<file path="src/rtl/branch_resolve_queue.sv">
//==============================================================================
// Module   : branch_resolve_queue
// Purpose  : In-order queue of predicted conditional branches awaiting EX
//            resolution; emits predictor feedback and mispredict redirects.
//            Optional counters enabled by defining BRQ_STATS_EN.
// Revision : 1.0 - initial release
//==============================================================================
`default_nettype none

module branch_resolve_queue #(
  parameter int DEPTH      = 4,
  parameter int ADDR_WIDTH = 32,
  parameter int CNT_W      = $clog2(DEPTH + 1)
) (
  input  logic                  clk,
  input  logic                  rst,
  input  logic                  enq_valid,
  input  logic [ADDR_WIDTH-1:0] enq_pc,
  input  logic                  enq_prediction,
  input  logic [ADDR_WIDTH-1:0] enq_recovery_target,
  output logic                  enq_ready,
  input  logic                  res_valid,
  input  logic                  res_outcome,
  output logic                  fb_valid,
  output logic [ADDR_WIDTH-1:0] fb_pc,
  output logic                  fb_prediction,
  output logic                  fb_outcome,
  output logic                  redirect_valid,
  output logic [ADDR_WIDTH-1:0] redirect_pc,
  output logic [CNT_W-1:0]      count,
  output logic                  err_underflow,
  output logic [15:0]           stat_resolved,
  output logic [15:0]           stat_mispredict
);

  localparam int c_PTR_W = $clog2(DEPTH);

  logic [ADDR_WIDTH-1:0] r_pc_mem [DEPTH];
  logic [ADDR_WIDTH-1:0] r_rt_mem [DEPTH];
  logic [DEPTH-1:0]      r_pred_mem;

  logic [c_PTR_W-1:0]    r_head;
  logic [c_PTR_W-1:0]    r_tail;
  logic [CNT_W-1:0]      r_count;

  logic                  r_fb_valid;
  logic [ADDR_WIDTH-1:0] r_fb_pc;
  logic                  r_fb_prediction;
  logic                  r_fb_outcome;
  logic                  r_redirect_valid;
  logic [ADDR_WIDTH-1:0] r_redirect_pc;
  logic                  r_err_underflow;

  logic                  w_enq_fire;
  logic                  w_res_fire;
  logic                  w_mispredict;

  // No pop bypass: readiness depends only on the registered occupancy.
  assign enq_ready    = (r_count < CNT_W'(DEPTH));
  assign w_enq_fire   = enq_valid && enq_ready;
  assign w_res_fire   = res_valid && (r_count != '0);
  assign w_mispredict = w_res_fire && (res_outcome != r_pred_mem[r_head]);

  // Storage needs no reset; validity is tracked by the pointers and count.
  always_ff @(posedge clk) begin
    if (!rst && w_enq_fire && !w_mispredict) begin
      r_pc_mem[r_tail]   <= enq_pc;
      r_rt_mem[r_tail]   <= enq_recovery_target;
      r_pred_mem[r_tail] <= enq_prediction;
    end
  end

  always_ff @(posedge clk) begin
    if (rst) begin
      r_head           <= '0;
      r_tail           <= '0;
      r_count          <= '0;
      r_fb_valid       <= 1'b0;
      r_fb_pc          <= '0;
      r_fb_prediction  <= 1'b0;
      r_fb_outcome     <= 1'b0;
      r_redirect_valid <= 1'b0;
      r_redirect_pc    <= '0;
      r_err_underflow  <= 1'b0;
    end else begin
      r_fb_valid       <= w_res_fire;
      r_redirect_valid <= w_mispredict;

      if (w_res_fire) begin
        r_fb_pc         <= r_pc_mem[r_head];
        r_fb_prediction <= r_pred_mem[r_head];
        r_fb_outcome    <= res_outcome;
      end

      if (res_valid && (r_count == '0)) begin
        r_err_underflow <= 1'b1;
      end

      // A mispredict flushes everything younger, including a same-cycle enq.
      if (w_mispredict) begin
        r_redirect_pc <= r_rt_mem[r_head];
        r_head        <= '0;
        r_tail        <= '0;
        r_count       <= '0;
      end else begin
        if (w_enq_fire) begin
          r_tail <= r_tail + c_PTR_W'(1);
        end
        if (w_res_fire) begin
          r_head <= r_head + c_PTR_W'(1);
        end
        if (w_enq_fire && !w_res_fire) begin
          r_count <= r_count + CNT_W'(1);
        end else if (!w_enq_fire && w_res_fire) begin
          r_count <= r_count - CNT_W'(1);
        end
      end
    end
  end

  assign fb_valid       = r_fb_valid;
  assign fb_pc          = r_fb_pc;
  assign fb_prediction  = r_fb_prediction;
  assign fb_outcome     = r_fb_outcome;
  assign redirect_valid = r_redirect_valid;
  assign redirect_pc    = r_redirect_pc;
  assign count          = r_count;
  assign err_underflow  = r_err_underflow;

`ifdef BRQ_STATS_EN
  logic [15:0] r_stat_resolved;
  logic [15:0] r_stat_mispredict;

  // Saturating counters, updated on the same edge that raises fb_valid.
  always_ff @(posedge clk) begin
    if (rst) begin
      r_stat_resolved   <= '0;
      r_stat_mispredict <= '0;
    end else begin
      if (w_res_fire && (r_stat_resolved != 16'hFFFF)) begin
        r_stat_resolved <= r_stat_resolved + 16'd1;
      end
      if (w_mispredict && (r_stat_mispredict != 16'hFFFF)) begin
        r_stat_mispredict <= r_stat_mispredict + 16'd1;
      end
    end
  end

  assign stat_resolved   = r_stat_resolved;
  assign stat_mispredict = r_stat_mispredict;
`else
  assign stat_resolved   = 16'd0;
  assign stat_mispredict = 16'd0;
`endif

endmodule

`default_nettype wire

</file>
<file path="config.mk">
export PLATFORM = sky130hd
export DESIGN_NAME = branch_resolve_queue
export DESIGN_NICKNAME = d
export VERILOG_FILES = /design/src/rtl/branch_resolve_queue.sv
export SDC_FILE = /design/constraint.sdc
export NUM_CORES = 1
export LEC_CHECK = 0
export ABC_AREA = 1
export CORE_UTILIZATION = 55
export DETAILED_ROUTE_END_ITERATION = 8
export PLACE_DENSITY = 0.8
export SLEW_MARGIN = 15
export SYNTH_ARGS = -nofsm -noshare
export SYNTH_HDL_FRONTEND = slang
export SYNTH_SLANG_ARGS = --single-unit
</file>
<file path="constraint.sdc">
create_clock -name clk -period 7.2 [get_ports clk]
set_input_delay 1.8 -clock clk [delete_from_list [all_inputs] [get_ports clk]]
set_output_delay 1.8 -clock clk [all_outputs]
set_load 0.05 [all_outputs]
</file>
After elaboration in Yosys (flattened, before gate mapping) --
Memories as Yosys holds them, arrays and structs flattened. A register that Yosys moved wholly into a read port is not among the register bits. Cells that the tools add are included.
Storage, ports and cells: logic and storage cells 46, input bits 70, memory bits (writable) 256, register bits after elaboration 16, memories kept 2, output and inout port bits 105
Cells by class: magnitude comparators 4, reductions and logical operators 17, muxes and demuxes 9, add/subtract/negate cells 4, equal/unequal tests 1
Memories:
- r_pc_mem | depth 4, width 32, read ports 1, clocked after Yosys merged registers in 1, wr ports 1, RTL line 38 | logic [ADDR_WIDTH-1:0] r_pc_mem [DEPTH];
- r_rt_mem | depth 4, width 32, read ports 1, clocked after Yosys merged registers in 1, wr ports 1, RTL line 39 | logic [ADDR_WIDTH-1:0] r_rt_mem [DEPTH];
Operators by type and width (number):
- $logic_and 1x1->1 | 9
- $lt 2x3->1 const B | 2
- $mux 3 | 2
- $add 2x1->2 const B | 2
- $bwmux 4 | 1
- $logic_not 1->1 | 4
- $mux 1 | 4
- $add 3x1->3 const B | 1
- $logic_not 3->1 | 1
- $lt 3x3->1 const B | 1
- $reduce_bool 3->1 | 1
- $sub 3x1->3 const B | 1
- $bmux 1 s2 | 1
- $demux 1 s2 | 1
- $ge 2x1->1 const B | 1
- $reduce_bool 2->1 | 1
- $reduce_or 2->1 | 1
- $ne 1x1->1 | 1

Logic depth before layout (Yosys ltp) --
Gate-level depths: netlist of run 1.
depth after elaboration 8, depth in mapped cells 11

Worst setup path after synthesis of run 1 --
OpenSTA, ideal clock, no wires.
kind input to register, start input port res_valid, end memory r_pc_mem[0][0], enable pin, data arrival time 4.941 ns, setup time 0.488 ns, buffers on the path 0, stages 5, slack 1.770 ns, data required time 6.712 ns, cells stage by stage nand2_2 -> inv_2 -> nand3_4 -> nand2_1 -> nor2_1
On the way: word-level cells in the longest chain between the ends 6
RTL lines:
- from (decl) | RTL line 22 | input logic res_valid,
- $logic_and 1x1->1 | RTL line 61 | assign w_res_fire = res_valid && (r_count != '0);
- $logic_and 1x1->1 | RTL line 62 | assign w_mispredict = w_res_fire && (res_outcome != r_pred_mem[r_head]);
- $logic_not 1->1 | RTL line 66 | if (!rst && w_enq_fire && !w_mispredict) begin
- $logic_and 1x1->1 | RTL line 66
- $mux 1 | RTL line 66
- $mux 1 (implied by the code) | RTL line 67 | r_pc_mem[r_tail] <= enq_pc;
- to (decl) | RTL line 38
Every way passes these cells.

Worst setup path in the final report of run 1 --
start input port res_outcome, end memory r_pc_mem[2][6], enable pin
On the way: word-level cells in the longest chain between the ends 6
RTL lines:
- from (decl) | RTL line 23 | input logic res_outcome,
- $ne 1x1->1 | RTL line 62
- $logic_and 1x1->1 | RTL line 62
- $logic_not 1->1 | RTL line 66
- $logic_and 1x1->1 | RTL line 66
- $mux 1 | RTL line 66
- $mux 1 (implied by the code) | RTL line 67
Every way passes these cells.

==> results of run 1 <==
## cells in the mapped netlist (11+ instances only)
| library cell | instances |
|---|---|
| dfxtp_1 | 76 |
| nand2_1 | 76 |
| edfxtp_1 | 260 |
| buf_1 | 11 |
| nor2_1 | 274 |
| o21ai_0 | 162 |
| inv_1 | 14 |
| nand4_1 | 32 |
| buf_2 | 26 |
| nand3_1 | 34 |
| a31oi_1 | 32 |
| buf_4 | 33 |
| clkbuf_1 | 23 |
## logic make-up (layout without fill, tap and decap cells)
logic type	Yosys count	in the layout	synth area share [%]
muxes	1	1	0.0775
AOI/OAI and AO/OA	197	197	7.98
and+or+nand+nor	424	424	13.6
buffers and inverters	118	229	5.12
xor gates and xnor gates	5	5	0.339
other	1	32	0.0290
DFF	336	336	72.2
adders and majority gates	6	6	0.639
## layer usage
layer  vias up  part of all wire (%)  GRT usage (%)
met1      3960                    40           29.0
met3        48                   8.2           4.01
li1       3988                     -              -
met2       375                    49           37.8
met4         0                   2.1           8.59
met5         -                     0              0
## stage by stage
step | cell area, sq um | utilization, % | hold slack, ps | setup slack, ps | total power (W)
5_1_grt | 15400 | 67.6 | 461 | 2410 | 0.00608
4_1_cts | 15400 | 67.6 | 455 | 2690 | 0.00584
3_3_place_gp | 14400 | 62.9 | 441 | 2200 | 0.00412
6_report | 15400 | 67.6 | 453 | 2750 | 0.00581
3_5_place_dp | 14400 | 62.9 | 448 | 2160 | 0.00416
2_1_floorplan | 13000 | - | 526 | 1770 | 0.00370
## where the power goes
group / switching [W] / total (W) / internal [W]
logic: 0.00116 / 0.00164 / 0.000483
clock network: 0.000682 / 0.00168 / 0.000994
registers: 0.000168 / 0.00249 / 0.00233
## area by class of cell
class                      instances  share of cell area [%]
sequential                       336                    60.5
tap                              313                    2.54
clock inverter                    11                   0.502
multi-input combinational        665                    19.9
inverter                          17                   0.437
clock buffer                      50                    6.44
timing repair buffer             151                    9.72
## sequential cells by signal, indices dropped and copies added (netlist names)
register        count
count               3
err_underflow       1
fb_outcome          1
fb_pc              32
fb_prediction       1
fb_valid            1
r_head              2
r_pc_mem          128
r_pred_mem          4
r_rt_mem          128
r_tail              2
redirect_pc        32
redirect_valid      1
## worst reg2reg max path, stage by stage, from the launching register on
cell     delay, ps
dfxtp_4        760
inv_4          610
nand2_1        250
nand3_2         90
nand2_2        150
nand2_4        230
nand3_4        410
nand2_1        350
nor2_4         820
buf_4          440
## how the worst max path moves through the flow
stage	startpoint	to	slack, ps
6_report	res_outcome	r_pc_mem[2][6]	2750
5_1_grt	r_head[0]	r_pc_mem[2][4]	2410
4_1_cts	res_outcome	r_pc_mem[2][27]	2690
3_5_place_dp	res_outcome	r_pc_mem[2][8]	2160
3_3_place_gp	res_outcome	r_pc_mem[2][31]	2200
2_1_floorplan	res_valid	r_pc_mem[0][0]	1770
==> impl_metrics.tcl, run 1 <==
set metrics [dict create \
    cp_data_required_time_ps 7370 \
    cp-end-kind "register" \
    r2r_cells 9 \
    rsz_0062_raised_after_global_routing "no" \
    power_per_cell_area_nw_per_um2 376 \
    timing.critical_path.fanout_max 35 \
    critical_path.reg2reg.endpoint "r_pc_mem[2][6]" \
    ys_top_cells_by_area "edfxtp_1 60%, dfxtp_1 12%, nor2_1 8.0%" \
    grt_max_degree 132 \
    h_tree_depth_reported_by_cts 2 \
    yosys_warnings 0 \
    timing.final.max_slew_violations 0 \
    regToRegStartpoint "r_head[0]" \
    portBuffers 142 \
    cpPeakStageDelay_ps 810 \
    wire_length_of_the_first_global_routing_pass_mm 41.6 \
    first_global_vias 8173 \
    design.core.area_sq_um 22800 \
    synth-edff-count 260 \
    min_delay_path_depth 2 \
    n_fill_cell 1573 \
    maxSlewHeadroom_pct 24.5 \
    drtPass1Iterations 5 \
    root_buffer "clkbuf_16" \
    finalCriticalPeriod_ps 4450 \
    synth-seq-cells 336 \
    cts.path.max_buffers 3 \
    r2r_setup_slack_ps 2760 \
    io-pin-count 175 \
    initial_utilization_pct 56.5 \
    regArea_sq_um 9340 \
    fin_worst_skew_ps 9.59 \
    final_antenna_violating_net_count 0 \
    fmax_mhz 225 \
    tns_ps 0 \
    std_cell_rows 55 \
    crit_path_start_kind "input port" \
    multiInputGateArea_sq_um 3080 \
    post_drt_wl_per_cell_um 17.3 \
    final_min_period_over_clock_period_pct 61.8 \
    design.die.area_sq_um 24100 \
    placed_cells_incl_taps 1482 \
    iteration_0_drc_markers 692 \
    final_cell_count_no_fill 1543 \
    synth_area_leader_cell "edfxtp_1" \
    critical_path_cell_count 7 \
    leakagePower_nw 5.54 \
    min_from "err_underflow" \
    synth-main-ff-cell "edfxtp_1" \
    die_height_um 155 \
    synthDistinctLibCells 27 \
    floorplan.die.width_um 155 \
    critical_path_buf_inv_count 3 \
    clk_pin_slew_ps 60 \
    routed_wl_mm 26.7 \
    detailed_place_hpwl_mm 14.9 \
    cts-buffers-inserted 34 \
    hold_end "err_underflow" \
    netlist.area_leader.share_pct 60.4 \
    timing_hold_violations_final 0 \
    grt_util_all_layers_pct 22.4 \
    synth_area_sq_um 12900 \
    routed_via_density 5.43 \
    remaining_drc_errors 0 \
    clock_insertion_delay_worst_skew_ps 500 \
    crit_path_top_delay_cell "nor2_4" \
    synth_async_sr_flop_share_pct 0 \
    final_common_cell "nor2_1" \
    clock_sinks 336 \
    setup_viol 0 \
    power.ir.vdd_worst_uv 233 \
    synth_sequential_area_ratio_pct 72.2 \
    run_status "finished, final reports clean" \
    final_layout_size_suffix_gt1_share_pct 5.93 \
    number_of_antenna_violations_at_the_first_check_in_global_routing 0 \
    worst_path_dominant_cell_family "simple AND/OR/NAND/NOR gates" \
    final_net_count 1281 \
    num_vias 8371 \
    timing.hold.worst.class "register to register" \
    finalWeightedCongestion 0.748 \
    final_cell_mix "270 x nor2_1, 260 x edfxtp_1, 162 x o21ai_0" \
    syn_inst 1088 \
    cts_hold_repair.buffers 0 \
    tritoncts "done" \
    syn2layout_area_growth_pct 19.5 \
    globalRoute.totalOverflow 0 \
    number_of_gates_given_a_new_drive_strength_after_cts 0 \
    avgSynthCellArea_sq_um 11.9 \
    timing.critical_path.cells "clkdlybuf4s50_1 > inv_1 > nand2_4 > nand3_4 > nand2_1 > nor2_4 > buf_4" \
    post-cts-setup-buffer-count 0 \
    critical_path_arrival_ps 4620 \
    worst-setup-path-type "input port to register" \
    diodes 0 \
    pin_slew_with_the_least_headroom_to_its_limit_ps 1130 \
    max-cap-violations 0 \
]
Power figures use the tool's default switching activity.
==> inputs of run 2 (changes only) <==
--- a/config.mk
+++ b/config.mk
@@ -6,9 +6,9 @@
 export NUM_CORES = 1
 export LEC_CHECK = 0
 export ABC_AREA = 1
-export CORE_UTILIZATION = 55
+export CORE_UTILIZATION = 49
 export DETAILED_ROUTE_END_ITERATION = 8
-export PLACE_DENSITY = 0.8
+export PLACE_DENSITY = 0.75
 export SLEW_MARGIN = 15
 export SYNTH_ARGS = -nofsm -noshare
 export SYNTH_HDL_FRONTEND = slang
==> constraint.sdc (replaced) <==
create_clock -name clk -period 3.6 [get_ports clk]
set_input_delay 0.9 -clock clk [delete_from_list [all_inputs] [get_ports clk]]
set_output_delay 0.9 -clock clk [all_outputs]
set_load 0.05 [all_outputs]
==> impl_metrics.tcl, run 2 (synthesis gave the netlist of run 1 again) <==
set metrics [dict create \
    run_status "finished, final reports clean" \
    power.ir.vdd_worst_uv 482 \
    routed_wl_mm 28.1 \
    int_power_w 0.00802 \
    timing.critical_path.fanout_max 45 \
    leakagePower_nw 5.68 \
    final_common_cell "nor2_1" \
    setup_ws_ps 830 \
    cts-buffers-inserted 35 \
    tns_ps 0 \
    grt_max_degree 89 \
    io-pin-count 175 \
    design.core.area_sq_um 26000 \
    power.sequential.fraction_pct 40.7 \
    post-cts-setup-buffer-count 0 \
    cts.path.max_buffers 3 \
    first_global_vias 8139 \
    clk_pin_slew_ps 60 \
    floorplan.die.width_um 164 \
    timing_hold_violations_final 0 \
    r2r_cells 9 \
    h_tree_depth_reported_by_cts 2 \
    worst-setup-path-type "register to register" \
    cp-end-kind "register" \
    detailed_place.area_sq_um 14500 \
    final_net_count 1291 \
    clock_sinks 336 \
    routed_via_density 5.37 \
    detailed_place_hpwl_mm 15.7 \
    clock_insertion_delay_worst_skew_ps 520 \
    power_per_cell_area_nw_per_um2 772 \
    combinationalPowerShare_pct 28.1 \
    cts_hold_repair.buffers 0 \
    globalRoute.totalOverflow 0 \
    post_drt_wl_per_cell_um 17.8 \
    remaining_drc_errors 0 \
    tritoncts "done" \
    fin_worst_skew_ps 21.2 \
    min_delay_path_depth 2 \
    reg.largest.list "r_pc_mem x128, r_rt_mem x128" \
    grt_util_all_layers_pct 21.1 \
    final_min_period_over_clock_period_pct 76.9 \
    final_cell_mix "270 x nor2_1, 260 x edfxtp_1, 162 x o21ai_0" \
    finalWeightedCongestion 0.760 \
    timing.final.max_slew_violations 0 \
    power_switching_w 0.00415 \
    fmax_mhz 361 \
    critical_path_arrival_ps 2960 \
    finalCriticalPeriod_ps 2770 \
    final_antenna_violating_net_count 0 \
    num_vias 8486 \
    maxSlewHeadroom_pct 33.1 \
    setup_viol 0 \
    totalPowerFinal_w 0.0122 \
    initial_utilization_pct 49.7 \
    number_of_gates_given_a_new_drive_strength_after_cts 0 \
    crit_path_start_kind "register" \
    std_cell_rows 59 \
    rsz_0062_raised_after_global_routing "no" \
    wire_length_of_the_first_global_routing_pass_mm 43.7 \
    cp_data_required_time_ps 3790 \
    max-cap-violations 0 \
    root_buffer "clkbuf_16" \
    clkPwrFrac_pct 31.3 \
    number_of_antenna_violations_at_the_first_check_in_global_routing 3 \
    drtPass1Iterations 6 \
    syn2layout_area_growth_pct 21.9 \
    finish.instance_area_sq_um 15800 \
    pin_slew_with_the_least_headroom_to_its_limit_ps 1000 \
    iteration_0_drc_markers 894 \
    die_height_um 164 \
    timing.hold.worst.class "register to register" \
    design.die.area_sq_um 27000 \
    portBuffers 142 \
    switching_share_pct 34.1 \
    placement.setup.worst_slack_ps 556 \
    final_layout_size_suffix_gt1_share_pct 7.25 \
]
## run 2: changes by cell type in the layout (fill, tap and decap cells not counted), moves of 3 or more
cell | previous run | this run
buf_12 | 1 | 5
buf_4 | 8 | 13
diode_2 | 0 | 3
bufinv_16 | 1 | 6
clkbuf_1 | 11 | 7
## run 2: worst max-delay path, stage by stage, from the launching register on
cell and delay, ps:
dfxtp_4 680, inv_4 240, nand2_1 130, nand3_2 100
nand2_2 140, nand2_4 60, nand3_4 50, nand2_1 260
nor2_4 460, buf_12 300
## run 2: path summary, 6_finish.rpt
| path | from | slack (ps) | end |
|---|---|---|---|
| setup / recovery | r_head[0] | 830 | r_pc_mem[1][17] |
| hold / removal | err_underflow | 460 | err_underflow |
| setup reg to reg | r_head[0] | 830 | r_pc_mem[1][17] |
| hold reg to reg | err_underflow | 460 | err_underflow |
## run 2: through the flow
step                      instances  hold slack (ps)  utilization (%)
after floorplan                1119              526                -
after global placement         1513              437             55.9
after detailed placement       1513              454             55.9
after CTS                      1577              464             60.6
after global routing           1580              475             60.6
final                          1580              459             60.6
## run 2: final cells by class
cell class,instances,area (sq um)
inverters,17,66.3
clock buffers,47,982
well taps,335,419
repair buffers,160,1620
diodes,3,7.51
multi-input cells,665,3080
clock inverters,17,250
fillers,1982,10200
flip-flops and latches,336,9330
## run 2: layer usage
| layer | part of all wire (%) | global-route usage [%] | vias up |
|---|---|---|---|
| met5 | 0 | 0 | - |
| met4 | 2.4 | 8.17 | 0 |
| met3 | 6.9 | 3.49 | 49 |
| met2 | 48 | 34.3 | 351 |
| met1 | 43 | 28.5 | 4072 |
| li1 | - | - | 4014 |
## run 2: power by group through the flow
stage          Combinational [W]  Sequential, W  Clock [W]
2_1_floorplan            0.00167        0.00574          0
3_3_place_gp             0.00334        0.00501          0
3_5_place_dp             0.00341        0.00502          0
4_1_cts                  0.00344        0.00495    0.00386
5_1_grt                  0.00371        0.00500    0.00401
6_report                 0.00342        0.00495    0.00381
==> inputs of run 3 (changes only) <==
==> constraint.sdc (replaced) <==
create_clock -name clk -period 2.5 [get_ports clk]
set_input_delay 0.625 -clock clk [delete_from_list [all_inputs] [get_ports clk]]
set_output_delay 0.625 -clock clk [all_outputs]
set_load 0.05 [all_outputs]
==> impl_metrics.tcl, run 3 (synthesis gave the netlist of run 1 again) <==
set metrics [dict create \
    combinationalPowerShare_pct 29.5 \
    critical_path_arrival_ps 1750 \
    regToRegStartpoint "r_head[0]" \
    routed_via_density 5.35 \
    min_from "err_underflow" \
    syn2layout_area_growth_pct 22.8 \
    timing.hold.worst.class "register to register" \
    pin_slew_with_the_least_headroom_to_its_limit_ps 853 \
    min_delay_path_depth 2 \
    post_drt_wl_per_cell_um 17.8 \
    diodes 0 \
    finalWeightedCongestion 0.770 \
    cts_hold_repair.buffers 0 \
    final_layout_size_suffix_gt1_share_pct 8.34 \
    r2r_setup_slack_ps 500 \
    critical_path_buf_inv_count 1 \
    wire_length_of_the_first_global_routing_pass_mm 43.7 \
    globalRoute.totalOverflow 0 \
    hold_end "err_underflow" \
    h_tree_depth_reported_by_cts 2 \
    power.ir.vdd_worst_uv 599 \
    floorplan.die.width_um 164 \
    initial_utilization_pct 49.7 \
    clkPwrFrac_pct 29.5 \
    critical_path.reg2reg.endpoint "r_rt_mem[2][28]" \
    io-pin-count 175 \
    power_switching_w 0.00598 \
    finalCriticalPeriod_ps 2380 \
    fin_worst_skew_ps 21.5 \
    timing.critical_path.cells "clkdlybuf4s50_1" \
    grt_util_all_layers_pct 21.1 \
    cts-buffers-inserted 34 \
    fmax_mhz 421 \
    die_height_um 164 \
    final_antenna_violating_net_count 0 \
    num_vias 8467 \
    crit_path_top_delay_cell "clkdlybuf4s50_1" \
    number_of_gates_given_a_new_drive_strength_after_cts 0 \
    regArea_sq_um 9340 \
    rsz_0062_raised_after_global_routing "no" \
    portBuffers 142 \
    timing_hold_violations_final 0 \
    clock_sinks 336 \
    drtPass1Iterations 6 \
    r2r_cells 9 \
    multiInputGateArea_sq_um 3080 \
    design.core.area_sq_um 26000 \
    maxSlewHeadroom_pct 43.2 \
    n_fill_cell 2024 \
    power.sequential.fraction_pct 41.0 \
    tritoncts "done" \
    leakagePower_nw 5.72 \
    final_net_count 1297 \
    int_power_w 0.0113 \
    switching_share_pct 34.6 \
    cpPeakStageDelay_ps 840 \
    cp-end-kind "output pin" \
    crit_path_start_kind "register" \
    routed_wl_mm 28.2 \
    fin_util_pct 61.1 \
    worst-setup-path-type "register to output pin" \
    timing.critical_path.fanout_max 2 \
    run_status "finished, final reports clean" \
    design.die.area_sq_um 27000 \
    final.hold.worst_slack_ps 460 \
    number_of_antenna_violations_at_the_first_check_in_global_routing 0 \
    final_min_period_over_clock_period_pct 95.1 \
    final_common_cell "nor2_1" \
    worst_path_dominant_cell_family "buffers and inverters" \
    first_global_vias 8052 \
    final_cell_mix "270 x nor2_1, 260 x edfxtp_1, 162 x o21ai_0" \
    iteration_0_drc_markers 782 \
    remaining_drc_errors 0 \
    cts.path.max_buffers 3 \
    setup_viol 0 \
    post-cts-setup-buffer-count 0 \
    root_buffer "clkbuf_16" \
    clock_insertion_delay_worst_skew_ps 510 \
    max-cap-violations 0 \
    clk_pin_slew_ps 60 \
    detailed_place_hpwl_mm 16.6 \
    std_cell_rows 59 \
    reg.largest.list "r_pc_mem x128, r_rt_mem x128" \
    timing.final.max_slew_violations 0 \
    power_per_cell_area_nw_per_um2 1090 \
    cp_data_required_time_ps 1880 \
    grt_max_degree 130 \
]
==> run 3: cell count changes in the layout (fill, tap and decap cells not counted), moves of 2 or more <==
cell       previous run  this run
clkbuf_1              7         0
bufinv_16             6         2
inv_2                 3         1
diode_2               3         0
clkbuf_8              4         8
dfxtp_1              74        71
dfxtp_2               1         3
clkinv_1              3         6
buf_12                5        15
clkinv_2              5         8
buf_4                13        10
==> run 3: area by class of cell <==
class                   instances  share of cell area [%]
well taps                     335                    2.64
multi-input cells             665                    19.4
flip-flops and latches        336                    58.9
clock inverters                19                    1.06
clock buffers                  43                    6.21
inverters                      17                   0.465
repair buffers                167                    11.3
==> run 3: power groups by stage <==
stage               combinational (W)  sequential, W  clock [W]
finish                        0.00509        0.00708    0.00509
floorplan                     0.00243        0.00826          0
global route                  0.00552        0.00714    0.00540
detailed placement            0.00509        0.00719          0
global placement              0.00498        0.00718          0
CTS                           0.00512        0.00709    0.00517
==> run 3: worst max path at each step <==
stage	from	endpoint	cells after the start
6_report	fb_pc[17]	fb_pc[17]	1
5_1_grt	fb_pc[17]	fb_pc[17]	1
4_1_cts	fb_pc[17]	fb_pc[17]	1
3_5_place_dp	enq_valid	count[2]	11
3_3_place_gp	enq_valid	count[2]	11
2_1_floorplan	count[2]	r_pc_mem[0][0]	7
==> run 3: through the flow <==
step                worst slack [ps]  TNS [ps]  cells  cell area [sq um]  power [W]
finish                           122         0   1582              15900     0.0173
detailed placement              62.6         0   1520              14700     0.0123
CTS                             96.7         0   1582              15900     0.0174
global route                    80.9         0   1582              15900     0.0181
floorplan                      -41.6     -6530   1119              13100     0.0107
global placement                60.3         0   1520              14700     0.0122
==> run 3: worst reg2reg max path, cell delays in order, from the launching register on <==
cell	delay (ps)
dfxtp_4	540
inv_4	80
nand2_1	80
nand3_2	90
nand2_2	130
nand2_4	70
nand3_4	90
nand2_4	100
nor2_4	180
buf_12	300
==> run 3: layer usage <==
layer | up-vias | routed length, um | GRT usage [%]
met2 | 325 | 14000 | 36.0
met5 | - | 0 | 0
met1 | 4077 | 11800 | 28.6
met3 | 38 | 1900 | 3.06
met4 | 0 | 458 | 5.00
li1 | 4027 | - | -
